--- src/rtl/combat_resolver.sv ---
// combat_resolver: per-frame hit/block resolution, health and block meters,
// optional hit-stop freeze and round-end/winner tracking for a two-player fighter.
// Optional feature macro: HITSTOP_EN (adds the HITSTOP freeze state and the
// HITSTOP_FRAMES parameter; without it freeze is tied low).
module combat_resolver #(
  parameter int CHAR_W       = 128,
  parameter int HURT_X1      = 44,
  parameter int HURT_X2      = 84,
  parameter int HIT_X1       = 84,
  parameter int HIT_X2       = 122,
  parameter int HP_MAX       = 100,
  parameter int HP_W         = 7,
  parameter int DMG          = 10,
  parameter int BLK_MAX      = 3,
  parameter int BLK_W        = 2,
  parameter int REGEN_FRAMES = 120
`ifdef HITSTOP_EN
  ,
  parameter int HITSTOP_FRAMES = 6
`endif
) (
  input  logic             clk_game,
  input  logic             reset,
  input  logic             restart,
  input  logic [3:0]       state_p1,
  input  logic [3:0]       state_p2,
  input  logic [9:0]       char1_x,
  input  logic [9:0]       char2_x,
  output logic [HP_W-1:0]  health_p1,
  output logic [HP_W-1:0]  health_p2,
  output logic [BLK_W-1:0] block_p1,
  output logic [BLK_W-1:0] block_p2,
  output logic             hit_p1,
  output logic             hit_p2,
  output logic             blocked_p1,
  output logic             blocked_p2,
  output logic             freeze,
  output logic             round_over,
  output logic [1:0]       winner
);

  localparam int RG_W = (REGEN_FRAMES > 1) ? $clog2(REGEN_FRAMES) : 1;
  localparam logic [HP_W-1:0]  HP_FULL  = HP_W'(HP_MAX);
  localparam logic [HP_W-1:0]  DMG_V    = HP_W'(DMG);
  localparam logic [HP_W-1:0]  HP_ZERO  = {HP_W{1'b0}};
  localparam logic [BLK_W-1:0] BLK_FULL = BLK_W'(BLK_MAX);
  localparam logic [BLK_W-1:0] BLK_ZERO = {BLK_W{1'b0}};
  localparam logic [BLK_W-1:0] BLK_ONE  = BLK_W'(1);
  localparam logic [RG_W-1:0]  RG_LAST  = RG_W'(REGEN_FRAMES - 1);
  localparam logic [RG_W-1:0]  RG_ZERO  = {RG_W{1'b0}};
  localparam logic [RG_W-1:0]  RG_ONE   = RG_W'(1);

`ifdef HITSTOP_EN
  localparam int HS_W = (HITSTOP_FRAMES > 1) ? $clog2(HITSTOP_FRAMES) : 1;
  localparam logic [HS_W-1:0] HS_LAST = HS_W'(HITSTOP_FRAMES - 1);
  localparam logic [HS_W-1:0] HS_ZERO = {HS_W{1'b0}};
  localparam logic [HS_W-1:0] HS_ONE  = HS_W'(1);
`endif

  typedef enum logic [1:0] {
    ST_FIGHT      = 2'd0,
`ifdef HITSTOP_EN
    ST_HITSTOP    = 2'd1,
`endif
    ST_ROUND_OVER = 2'd2
  } state_t;

  state_t          state;
  logic [RG_W-1:0] regen_cnt;
  logic            latch_p1;
  logic            latch_p2;
`ifdef HITSTOP_EN
  logic [HS_W-1:0] hs_cnt;
`endif

  // Screen-space boxes, widened to 11 bits so x + offset never wraps.
  logic [10:0] x1e, x2e;
  logic [10:0] p1_hurt_lo, p1_hurt_hi, p1_hit_lo, p1_hit_hi;
  logic [10:0] p2_hurt_lo, p2_hurt_hi, p2_hit_lo, p2_hit_hi;

  assign x1e        = {1'b0, char1_x};
  assign x2e        = {1'b0, char2_x};
  assign p1_hurt_lo = x1e + 11'(HURT_X1);
  assign p1_hurt_hi = x1e + 11'(HURT_X2);
  assign p1_hit_lo  = x1e + 11'(HIT_X1);
  assign p1_hit_hi  = x1e + 11'(HIT_X2);
  // P2 faces left, so its boxes are mirrored about the sprite width.
  assign p2_hurt_lo = x2e + 11'(CHAR_W - HURT_X2);
  assign p2_hurt_hi = x2e + 11'(CHAR_W - HURT_X1);
  assign p2_hit_lo  = x2e + 11'(CHAR_W - HIT_X2);
  assign p2_hit_hi  = x2e + 11'(CHAR_W - HIT_X1);

  function automatic logic overlap(input logic [10:0] a_lo, input logic [10:0] a_hi,
                                   input logic [10:0] b_lo, input logic [10:0] b_hi);
    return (a_lo < b_hi) && (b_lo < a_hi);
  endfunction

  function automatic logic [HP_W-1:0] take_damage(input logic [HP_W-1:0] hp);
    return (hp >= DMG_V) ? (hp - DMG_V) : HP_ZERO;
  endfunction

  logic            atk_p1, atk_p2;
  logic            lands_on_p1, lands_on_p2;
  logic            blk_ok_p1, blk_ok_p2;
  logic            dmg_p1, dmg_p2;
  logic            regen_wrap;
  logic [HP_W-1:0]  hp1_n, hp2_n;
  logic [BLK_W-1:0] blk1_n, blk2_n;
  logic            latch_p1_n, latch_p2_n;
  logic            ko;

  // Hit detection and post-update meter values for the current FIGHT frame.
  always_comb begin
    atk_p1      = (state_p1 == 4'b0100) || (state_p1 == 4'b0111);
    atk_p2      = (state_p2 == 4'b0100) || (state_p2 == 4'b0111);
    lands_on_p2 = (state == ST_FIGHT) && atk_p1 && !latch_p1 &&
                  overlap(p1_hit_lo, p1_hit_hi, p2_hurt_lo, p2_hurt_hi);
    lands_on_p1 = (state == ST_FIGHT) && atk_p2 && !latch_p2 &&
                  overlap(p2_hit_lo, p2_hit_hi, p1_hurt_lo, p1_hurt_hi);
    blk_ok_p1   = lands_on_p1 && (state_p1 == 4'b0001) && (block_p1 != BLK_ZERO);
    blk_ok_p2   = lands_on_p2 && (state_p2 == 4'b0010) && (block_p2 != BLK_ZERO);
    dmg_p1      = lands_on_p1 && !blk_ok_p1;
    dmg_p2      = lands_on_p2 && !blk_ok_p2;
    regen_wrap  = (state == ST_FIGHT) && (regen_cnt == RG_LAST);

    hp1_n = dmg_p1 ? take_damage(health_p1) : health_p1;
    hp2_n = dmg_p2 ? take_damage(health_p2) : health_p2;

    // A meter spent this frame does not also regenerate this frame.
    if (blk_ok_p1) begin
      blk1_n = block_p1 - BLK_ONE;
    end else if (regen_wrap && (block_p1 < BLK_FULL)) begin
      blk1_n = block_p1 + BLK_ONE;
    end else begin
      blk1_n = block_p1;
    end
    if (blk_ok_p2) begin
      blk2_n = block_p2 - BLK_ONE;
    end else if (regen_wrap && (block_p2 < BLK_FULL)) begin
      blk2_n = block_p2 + BLK_ONE;
    end else begin
      blk2_n = block_p2;
    end

    // Latch arms on a landed hit, disarms once the attack window ends.
    if (lands_on_p2) begin
      latch_p1_n = 1'b1;
    end else if (!atk_p1) begin
      latch_p1_n = 1'b0;
    end else begin
      latch_p1_n = latch_p1;
    end
    if (lands_on_p1) begin
      latch_p2_n = 1'b1;
    end else if (!atk_p2) begin
      latch_p2_n = 1'b0;
    end else begin
      latch_p2_n = latch_p2;
    end

    ko = (hp1_n == HP_ZERO) || (hp2_n == HP_ZERO);
  end

  // Round FSM with registered meters, pulses, freeze, round_over and winner.
  always_ff @(posedge clk_game) begin
    if (reset || ((state == ST_ROUND_OVER) && restart)) begin
      state      <= ST_FIGHT;
      health_p1  <= HP_FULL;
      health_p2  <= HP_FULL;
      block_p1   <= BLK_FULL;
      block_p2   <= BLK_FULL;
      hit_p1     <= 1'b0;
      hit_p2     <= 1'b0;
      blocked_p1 <= 1'b0;
      blocked_p2 <= 1'b0;
      round_over <= 1'b0;
      winner     <= 2'b00;
      regen_cnt  <= RG_ZERO;
      latch_p1   <= 1'b0;
      latch_p2   <= 1'b0;
`ifdef HITSTOP_EN
      freeze     <= 1'b0;
      hs_cnt     <= HS_ZERO;
`endif
    end else begin
      hit_p1     <= 1'b0;
      hit_p2     <= 1'b0;
      blocked_p1 <= 1'b0;
      blocked_p2 <= 1'b0;
      case (state)
        ST_FIGHT: begin
          health_p1  <= hp1_n;
          health_p2  <= hp2_n;
          block_p1   <= blk1_n;
          block_p2   <= blk2_n;
          hit_p1     <= dmg_p1;
          hit_p2     <= dmg_p2;
          blocked_p1 <= blk_ok_p1;
          blocked_p2 <= blk_ok_p2;
          latch_p1   <= latch_p1_n;
          latch_p2   <= latch_p2_n;
          regen_cnt  <= regen_wrap ? RG_ZERO : (regen_cnt + RG_ONE);
          if (ko) begin
            state      <= ST_ROUND_OVER;
            round_over <= 1'b1;
            winner     <= {hp1_n == HP_ZERO, hp2_n == HP_ZERO};
`ifdef HITSTOP_EN
          end else if (lands_on_p1 || lands_on_p2) begin
            state  <= ST_HITSTOP;
            freeze <= 1'b1;
            hs_cnt <= HS_LAST;
`endif
          end else begin
            state <= ST_FIGHT;
          end
        end
`ifdef HITSTOP_EN
        ST_HITSTOP: begin
          if (hs_cnt == HS_ZERO) begin
            state  <= ST_FIGHT;
            freeze <= 1'b0;
          end else begin
            hs_cnt <= hs_cnt - HS_ONE;
          end
        end
`endif
        ST_ROUND_OVER: begin
          state <= ST_ROUND_OVER;
        end
        default: begin
          state <= ST_FIGHT;
        end
      endcase
    end
  end

`ifndef HITSTOP_EN
  assign freeze = 1'b0;
`endif

endmodule

--- config.mk ---
export PLATFORM = sky130hd
export DESIGN_NAME = combat_resolver
export DESIGN_NICKNAME = d
export VERILOG_FILES = /design/src/rtl/combat_resolver.sv
export SDC_FILE = /design/constraint.sdc
export NUM_CORES = 1
export LEC_CHECK = 0
export CAP_MARGIN = 20
export CORE_MARGIN = 8
export CORE_UTILIZATION = 40
export CTS_CLUSTER_DIAMETER = 60
export CTS_CLUSTER_SIZE = 28
export DETAILED_ROUTE_END_ITERATION = 8
export PLACE_DENSITY = 0.64
export SKIP_CTS_REPAIR_TIMING = 1
export SLEW_MARGIN = 25
export SYNTH_ARGS = -nofsm -noshare
export SYNTH_HDL_FRONTEND = slang
export SYNTH_SLANG_ARGS = --single-unit
--- constraint.sdc ---
create_clock -name clk_game -period 4.3 [get_ports clk_game]
set_input_delay 1.075 -clock clk_game [delete_from_list [all_inputs] [get_ports clk_game]]
set_output_delay 1.075 -clock clk_game [all_outputs]
set_load 0.005 [all_outputs]
After elaboration in Yosys (flattened, before gate mapping)
Cells that the tools add are included.
{"block": "totals", "register_bits": 36, "wordCells": 100}
{"block": "classes", "add_sub_neg": 13, "magnitude_cmp": 8, "eq_ne": 10, "muxes": 15, "bitwise": 1, "reduce_logical": 39}
{"operator": "< comparator 11 bit", "count": 4}
{"operator": "2-to-1 mux 7 bit", "count": 5}
{"operator": "adder 10 x 7 -> 11 bit, second input constant", "count": 3}
{"operator": "adder 10 x 6 -> 11 bit, second input constant", "count": 2}
{"operator": "logical AND 1 bit", "count": 18}
{"operator": "equality test 4 x 3 -> 1 bit, second input constant", "count": 4}
{"operator": ">= comparator 7 x 4 -> 1 bit, second input constant", "count": 2}
{"operator": "logical NOT 7 bit", "count": 2}
{"operator": "subtractor 7 x 4 -> 7 bit, second input constant", "count": 2}
{"operator": "adder 10 x 3 -> 11 bit, second input constant", "count": 1}
{"operator": "2-to-1 mux 2 bit", "count": 5}
{"operator": "AND reduction 2 bit", "count": 5}
{"operator": "nonzero test 2 bit", "count": 4}
{"operator": "adder 7 x 1 -> 7 bit, second input constant", "count": 1}
{"operator": "equality test 7 bit, second input constant", "count": 1}
{"operator": "adder 2 x 1 -> 2 bit, second input constant", "count": 2}
{"operator": "equality test 4 x 1 -> 1 bit, second input constant", "count": 1}
{"operator": "equality test 4 x 2 -> 1 bit, second input constant", "count": 1}
{"operator": "logical NOT 1 bit", "count": 4}
{"operator": "logical OR 1 bit", "count": 4}
{"operator": "< comparator 2 bit, second input constant", "count": 2}
{"operator": "2-to-1 mux 1 bit", "count": 4}
{"operator": "inequality test 2 x 1 -> 1 bit, second input constant", "count": 2}
{"operator": "case mux 2 bit (2 select lines)", "count": 1}
{"operator": "5 further kinds", "count": 6}

Logic depth before layout (Yosys ltp)
Gate-level depths: netlist of the first run.
{"block": "depth", "ltp_word": 14, "mapped_depth": 18}

Worst setup path before layout of the first run
No wires, ideal clock.
{"block": "synth_path", "kind": "in2reg", "startpoint": "in char1_x[3]", "endpoint": "reg health_p2[5]", "setup_time_ps": 62, "arrival_ps": 4205, "t_required_ps": 4238, "setup_slack_ps": 33, "path_stages": 18, "path_cell_list": "buf_6 -> inv_1 -> ha_1 -> a21oi_1 -> nand2b_1 -> or3_1 -> and2_1 -> ha_1 -> o21ai_0 -> o21ai_0 -> a21oi_1 -> o21bai_1 -> maj3_2 -> a221oi_4 -> nand2_2 -> buf_6 -> or4_1 -> nand3_1"}
{"block": "synth_between", "elab_chain_cells": 9, "word_cells_on_any_way": 11, "classes_between": "add/sub (2); order compare (2); mux (1); reduce/logical (6)"}
{"element": "from (decl)", "line": "27", "text": "input logic [9:0] char1_x,"}
{"element": "adder 10 x 7 -> 11 bit (on tied branches)", "line": "85, 86"}
{"element": "< comparator 11 bit", "line": "95", "text": "return (a_lo < b_hi) && (b_lo < a_hi);"}
{"element": "logical AND 1 bit (*)", "line": "95"}
{"element": "logical AND 1 bit (*)", "line": "116", "text": "lands_on_p2 = (state == ST_FIGHT) && atk_p1 && !latch_p1 &&"}
{"element": "logical AND 1 bit (2 in a row)", "line": "121", "text": "blk_ok_p2 = lands_on_p2 && (state_p2 == 4'b0010) && (block_p2 != BLK_ZERO);"}
{"element": "logical NOT 1 bit", "line": "123", "text": "dmg_p2 = lands_on_p2 && !blk_ok_p2;"}
{"element": "logical AND 1 bit (*)", "line": "123"}
{"element": "2-to-1 mux 7 bit (*)", "line": "127", "text": "hp2_n = dmg_p2 ? take_damage(health_p2) : health_p2;"}
{"element": "to (signal assigned)", "line": "193", "text": "health_p2 <= hp2_n;"}
{"element": "to (decl)", "line": "30", "text": "output logic [HP_W-1:0] health_p2,"}
Every way passes the cells marked *; elsewhere a longest branch is shown, timed or not.
A chain may end at the register's enable or synchronous reset.

Worst setup path after layout of the first run
{"block": "layout_path", "startpoint": "in char1_x[5]", "endpoint": "reg health_p2[3]"}
Same word-level chain as after synthesis.

==> results of run 1 <==
-- synthesized netlist by cell type (4+ instances only) --
master    number
o21ai_0       30
nand2_1       34
buf_4          5
xnor2_1       29
nand3_1       11
inv_1         39
dfxtp_1       35
a21oi_1       28
a31oi_1        5
or4_1          4
o21a_1         7
a21o_1         9
buf_1          4
nor2_1        38
and3_1         7
ha_1          45
o211ai_1       4
a211o_1        4
buf_6          4
nor2b_1        6
nand2b_1       9
nor4_1         8
a211oi_1       4
nand4_1        8
nor3_1        13
xor2_1        12
clkbuf_1       8
-- how the worst max path moves through the flow --
stage	to	slack (ns)	cells past startpoint
detailed placement	round_over$_SDFFE_PP0P_	-0.66	19
floorplan	health_p2[5]$_SDFFE_PP1N_	0.03	18
CTS	round_over$_SDFFE_PP0P_	-0.39	19
global placement	round_over$_SDFFE_PP0P_	-0.59	19
finish	health_p2[3]$_SDFFE_PP0N_	0.14	13
global route	health_p2[3]$_SDFFE_PP0N_	-0.05	15
-- critical path: cells and delay by family --
family,cells,cell delay [ns]
AOI/OAI and AO/OA,7,1.51
and+or+nand+nor,2,0.69
adders and majority gates,1,0.28
buffers and inverters,2,0.61
xor gates and xnor gates,1,0.22
-- cell usage in the layout, fill, tap and decap left out, types with 3 or more instances in the layout --
| cell type | netlist | routed |
|---|---|---|
| a31oi_1 | 5 | 5 |
| o211ai_1 | 4 | 4 |
| nand4_1 | 8 | 8 |
| xnor2_1 | 29 | 28 |
| inv_1 | 39 | 38 |
| xor2_1 | 12 | 11 |
| dlymetal6s2s_1 | 0 | 8 |
| clkdlybuf4s50_1 | 0 | 47 |
| nand4b_1 | 3 | 3 |
| nand2b_1 | 9 | 9 |
| nor2b_1 | 6 | 5 |
| buf_4 | 5 | 84 |
| nor2_1 | 38 | 36 |
| nor4b_1 | 3 | 3 |
| and3_1 | 7 | 7 |
| nand3_1 | 11 | 11 |
| a211o_1 | 4 | 4 |
| a21o_1 | 9 | 9 |
| nor3_1 | 13 | 12 |
| a21oi_1 | 28 | 20 |
| clkbuf_8 | 0 | 5 |
| o21a_1 | 7 | 7 |
| dfxtp_1 | 35 | 35 |
| nand3b_1 | 3 | 3 |
| ha_1 | 45 | 45 |
| nand2_1 | 34 | 34 |
| nor4_1 | 8 | 8 |
| a21oi_2 | 1 | 9 |
| o21ai_1 | 1 | 6 |
| a211oi_1 | 4 | 3 |
| o21ai_0 | 30 | 25 |
-- sequential cells by signal, indices dropped and copies added (netlist names) --
| name | cells |
|---|---|
| latch_p1 | 1 |
| block_p2 | 2 |
| blocked_p2 | 1 |
| hit_p2 | 1 |
| latch_p2 | 1 |
| hit_p1 | 1 |
| block_p1 | 2 |
| health_p1 | 7 |
| state | 1 |
| blocked_p1 | 1 |
| round_over | 1 |
| regen_cnt | 7 |
| winner | 2 |
| health_p2 | 7 |
-- logic make-up after synthesis --
kind of cell	share of synthesized area, %
muxes	0.814
buffers and inverters	7.70
AOI/OAI and AO/OA	22.7
xor gates and xnor gates	10.2
DFF	19.0
adders and majority gates	15.6
and+or+nand+nor	24.0
other	0.102
-- metrics by stage --
step / worst slack, ns / power (W) / TNS [ns] / hold WS [ns] / instances
6_report: 0.135 / 0.00108 / 0 / 0.475 / 710
5_1_grt: -0.0474 / 0.00115 / -0.0926 / 0.505 / 710
2_1_floorplan: 0.0329 / 0.000597 / 0 / 0.453 / 474
3_3_place_gp: -0.590 / 0.000756 / -7.00 / 0.455 / 701
4_1_cts: -0.386 / 0.00107 / -2.49 / 0.477 / 709
3_5_place_dp: -0.661 / 0.000769 / -8.43 / 0.465 / 701
-- power groups by stage --
stage	Sequential [W]	Clock, W	Combinational [W]
global placement	0.000351	0	0.000405
floorplan	0.000348	0	0.000249
global route	0.000346	0.000317	0.000486
detailed placement	0.000352	0	0.000417
finish	0.000344	0.000303	0.000436
CTS	0.000344	0.000303	0.000420
-- per-layer routing --
metal  share of wire [%]  track usage (%)  routed length, um  vias up
li1                    -                -                  -     1939
met2                  49             28.0               5140       88
met3                 4.2             2.74                434       14
met5                   0                0                  0        -
met1                  45             19.6               4640     1811
met4                 1.9             5.31                195        0
-- final cells by class --
type	instances	area share (%)
flip-flops and latches	35	13.7
repair buffers	140	23.7
clock inverters	3	0.857
inverters	39	2.86
clock buffers	5	1.35
well taps	111	2.72
multi-input cells	377	54.8
==> flow_metrics.env, run 1 <==
export IMPL_status="finished, final reports clean"
export IMPL_area_delta_synth_final_pct=38.6
export IMPL_setup_viol=0
export IMPL_initial_core_util_pct=40.5
export IMPL_cts_sinks=35
export IMPL_syn_area_per_cell_um2=7.78
export IMPL_fin_skew_ns=0.0103
export IMPL_cts_buffers=5
export IMPL_placed_area_mm2=0.00487
export IMPL_drt_iter0_markers=189
export IMPL_yosys_warnings=0
export IMPL_num_vias=3852
export IMPL_power_density_mw_per_mm2=212
export IMPL_worstRegToRegCells=11
export IMPL_power_frac_seq_pct=31.8
export IMPL_arrival_ns=4.38
export IMPL_final_area_mm2=0.00511
export IMPL_grt_max_degree=21
export IMPL_track_usage_pct=16.1
export IMPL_dr_pass1_iters=4
export IMPL_r2r_start="health_p2[1]$_SDFFE_PP0N_"
export IMPL_seq_area_um2=701
export IMPL_p_leak_nw=2.28
export IMPL_path_max_fanout=6
export IMPL_regToRegEndpoint="round_over$_SDFFE_PP0P_"
export IMPL_io_buffers=55
export IMPL_crit_chain="clkdlybuf4s50_1 > buf_4 > xnor2_2 > ha_1 > a21o_1 > a2111oi_2 > o21ai_1 > a31oi_1 > o21ai_1 > a221oi_4 > nand2_2 > or4_4 > a21oi_2"
export IMPL_max_clock_path_buffers=2
export IMPL_finalWeightedCongestion=0.881
export IMPL_crit_path_start="char1_x[5]"
export IMPL_critical_path_most_common_cell="o21ai_1"
export IMPL_maxCapViolCount=0
export IMPL_core_mm2=0.00911
export IMPL_worst_pin_slew_ns=0.693
export IMPL_viasPerCell=5.43
export IMPL_cts_tree="yes"
export IMPL_ios=57
export IMPL_synth_top_cell_by_area="dfxtp_1"
export IMPL_synth_edf_count=0
export IMPL_switching_power_w=0.000356
export IMPL_syn_cell_area_mm2=0.00369
export IMPL_fillerInstances=882
export IMPL_routedWlPerCell_um=14.7
export IMPL_post_route_min_period_ns=4.16
export IMPL_pwr_share_comb_pct=40.2
export IMPL_post_route_period_util_pct=96.9
export IMPL_die_h_um=112
export IMPL_detail_route_antenna_nets=0
export IMPL_slowest_delay_ns=0.54
export IMPL_hold_path_end="health_p2[0]$_SDFFE_PP0N_"
export IMPL_cts_htree_levels=2
export IMPL_syn_num_nets=550
export IMPL_clk_latency_ns=0.29
export IMPL_peakVddDrop_mv=0.121
export IMPL_fin_util_pct=56.1
export IMPL_min_delay_start="health_p2[0]$_SDFFE_PP0N_"
export IMPL_synth_cells=474
export IMPL_switching_share_pct=32.8
export IMPL_cp_required_ns=4.52
export IMPL_p_clk_share_pct=28.0
export IMPL_grt_pass1_wl_um=17200
export IMPL_routed_wirelength_um=10400
export IMPL_grt_remaining_overflow=0
export IMPL_antenna_cells=0
export IMPL_synth_top_area_share_pct=19.0
export IMPL_antenna_found_initial=0
export IMPL_clk_pin_slew_ns=0.08
export IMPL_intPower_w=0.000728
export IMPL_grt_pass1_vias=3821
export IMPL_crit_type="in -> reg"
export IMPL_critPathSlowestCell="or4_4"
export IMPL_hp_class="reg -> reg"
export IMPL_end_kind="flop"
export IMPL_max_slew_margin_rel_pct=53.7
export IMPL_post_route_drc_count=0
export IMPL_worst_setup_path_start_kind="input port"
export IMPL_dp_hpwl_um=8580
export IMPL_timing_fmax_mhz=240
export IMPL_multi_input_area_mm2=0.00280
export IMPL_chipWidth_um=112
export IMPL_fin_nets=674
export IMPL_cts_root_buf="clkbuf_8"
export IMPL_synthArstFlopShare_pct=0
export IMPL_ys_ff_latch=35
export IMPL_ff2ff_setup_slack_ns=1.50
export IMPL_worst_hold_path_num_cells=2
export IMPL_synthFlopType="dfxtp_1"
export IMPL_dieArea_mm2=0.0125
export IMPL_drive_above_1_share_pct=22.4
export IMPL_slew_violations=0
export IMPL_seq_area_frac_synth_pct=19.0
export IMPL_synth_distinct_cells=75
export IMPL_hold_violations=0
export IMPL_row_count=35
export IMPL_yosys_top_cells_area="dfxtp_1, ha_1, xnor2_1, o21ai_0, inv_1"
No activity file was read; power rests on OpenSTA's default activity.
==> run 2, diff against run 1 <==
ABC_AREA = 1   (was not set)
CAP_MARGIN = not set   (was 20)
PLACE_DENSITY = 0.63   (was 0.64)
SETUP_SLACK_MARGIN = 0.02   (was not set)
==> run 2 against run 1 <==
Die area is 5.2% higher. Clock power is 21% lower. Fmax is 3.8% higher. Highest routed layer unchanged. Worst hold slack worse by 0.0072 ns.
==> flow_metrics.env, run 2 <==
export IMPL_slew_violations=0
export IMPL_routed_wirelength_um=10000
export IMPL_synth_top_area_share_pct=17.9
export IMPL_place_inst=818
export IMPL_arrival_ns=4.19
export IMPL_status="finished, final reports clean"
export IMPL_synthTopCellsByCount="nand2_1, inv_1, nor2_1, ha_1"
export IMPL_fin_nets=770
export IMPL_yosys_top_cells_area="dfxtp_1, ha_1, nand2_1, inv_1, xor2_1"
export IMPL_worst_pin_slew_ns=0.778
export IMPL_ios=57
export IMPL_grt_pass1_wl_um=16900
export IMPL_synth_edf_count=0
export IMPL_yosys_warnings=0
export IMPL_antenna_found_initial=0
export IMPL_clk_latency_ns=0.29
export IMPL_chipWidth_um=115
export IMPL_synth_distinct_cells=42
export IMPL_layout_commonest_cell="nand2_1"
export IMPL_worst_setup_path_start_kind="input port"
export IMPL_cp_required_ns=4.48
export IMPL_crit_type="in -> reg"
export IMPL_initial_core_util_pct=40.6
export IMPL_row_count=36
export IMPL_grt_max_degree=19
export IMPL_synthArstFlopShare_pct=0
export IMPL_grt_remaining_overflow=0
export IMPL_io_buffers=55
export IMPL_synth_cells=604
export IMPL_finalWeightedCongestion=0.896
export IMPL_synthFlopType="dfxtp_1"
export IMPL_cts_buffers=5
export IMPL_hp_class="reg -> reg"
export IMPL_final_cell_mix="nand2_1, inv_1, nor2_1"
export IMPL_rsz0062_at_grt="false"
export IMPL_end_kind="flop"
export IMPL_p_leak_nw=2.54
export IMPL_grt_pass1_vias=3818
export IMPL_syn_num_nets=680
export IMPL_dr_pass1_iters=5
export IMPL_post_route_min_period_ns=4.01
export IMPL_max_clock_path_buffers=2
export IMPL_stdcell_count=828
export IMPL_tns_ns=0
export IMPL_cts_tree="yes"
export IMPL_worstRegToRegCells=19
export IMPL_maxCapViolCount=0
export IMPL_cts_root_buf="clkbuf_8"
export IMPL_core_mm2=0.00964
export IMPL_drt_iter0_markers=174
export IMPL_hold_violations=0
export IMPL_cts_sinks=35
export IMPL_syn_cell_area_mm2=0.00391
export IMPL_path_max_fanout=6
export IMPL_timing_fmax_mhz=249
export IMPL_worst_hold_path_num_cells=2
export IMPL_setup_viol=0
export IMPL_antenna_cells=0
export IMPL_largestRegisters="health_p1 x7, health_p2 x7, regen_cnt x7"
export IMPL_area_delta_synth_final_pct=28.0
export IMPL_detail_route_antenna_nets=0
export IMPL_synth_top_cell_by_area="dfxtp_1"
export IMPL_post_route_period_util_pct=93.3
export IMPL_syn_area_per_cell_um2=6.48
export IMPL_yosysMostFrequentCell="nand2_1"
export IMPL_max_slew_margin_rel_pct=47.9
export IMPL_post_route_drc_count=0
export IMPL_dp_hpwl_um=8570
export IMPL_fin_util_pct=52.0
export IMPL_num_vias=3983
export IMPL_dieArea_mm2=0.0132
export IMPL_drive_above_1_share_pct=18.8
export IMPL_power_density_mw_per_mm2=201
export IMPL_fin_skew_ns=0.0102
export IMPL_seq_area_frac_synth_pct=17.9
export IMPL_viasPerCell=4.81
export IMPL_cts_htree_levels=2
export IMPL_peakVddDrop_mv=0.119
export IMPL_track_usage_pct=15.4
export IMPL_clk_pin_slew_ns=0.08
export IMPL_die_h_um=115
export IMPL_routedWlPerCell_um=12.1
export IMPL_ys_ff_latch=35
export IMPL_ff2ff_setup_slack_ns=1.89
## run 2: changes by cell type in the layout (fill, tap and decap cells not counted), sizes merged, moves of 8 or more
cell,previous run,this run
buf,85,38
inv,39,95
xnor2,30,4
nor2,38,73
xor2,12,24
o21ai,32,21
nand2,35,178
and3,8,0
nand2b,9,0
nand3,12,43
## run 2: final cells by class
class / instances / area, um^2
clock buffers: 6 / 72.6
clock inverters: 2 / 12.5
fillers: 1009 / 4630
inverters: 98 / 374
multi-input cells: 461 / 2840
flip-flops and latches: 35 / 701
well taps: 133 / 166
repair buffers: 93 / 841
## run 2: kinds of logic after synthesis
family	count (synthesis)	share of synthesized area (%)
AND/OR/NAND/NOR	315	38.6
flip-flops	35	17.9
AO/OA/AOI/OAI	72	11.5
buffers and inverters	108	11.2
adder cells (fa/ha/maj)	45	14.4
XOR/XNOR	28	6.27
other	1	0.0958
## run 2: worst paths after layout
check	from	endpoint
setup / recovery	char2_x[2]	winner[0]$_SDFFE_PP0P_
hold / removal	round_over$_SDFFE_PP0P_	round_over$_SDFFE_PP0P_
setup reg to reg	health_p1[1]$_SDFFE_PP0N_	winner[0]$_SDFFE_PP0P_
hold reg to reg	round_over$_SDFFE_PP0P_	round_over$_SDFFE_PP0P_
## run 2: where the power goes
part           leakage, nW  switching, W  internal (W)
Clock               0.0412      0.000125      0.000113
Sequential           0.284    0.00000771      0.000333
Combinational         2.21      0.000240      0.000186
## run 2: worst max-delay path, stage by stage
cell and delay, ns:
clkdlybuf4s50_1 0.43, buf_4 0.16, ha_1 0.23, a21oi_2 0.18, nor2_1 0.09, xor2_1 0.15, ha_1 0.31, a21o_1 0.18
nor2_1 0.09, nand2_1 0.06, nand2_1 0.05, nand2_1 0.08, nor2_4 0.13, nor2_4 0.05, nor2_4 0.15, o211ai_1 0.12
nand2_1 0.12, nand2_1 0.08, nor2_2 0.11, nand2_2 0.07, nand2_2 0.08, nand2_2 0.07, nand2_1 0.07, nand2_1 0.04
## run 2: per-stage QoR
stage          cell area [um^2]  worst slack (ns)  hold WS [ns]  power, W
3_5_place_dp               4830            -0.136         0.456  0.000764
2_1_floorplan              3910             0.663         0.440  0.000626
5_1_grt                    5010            0.0103         0.492   0.00108
6_report                   5010             0.288         0.468   0.00101
3_3_place_gp               4830            -0.121         0.450  0.000754
4_1_cts                    4920             0.156         0.469   0.00100
## run 2: per-layer routing
layer	part of all wire [%]	up-vias	GRT usage [%]
met3	5.3	11	2.63
li1	-	2092	-
met2	49	97	27.7
met5	0	-	0
met1	44	1783	18.4
met4	1.8	0	4.20
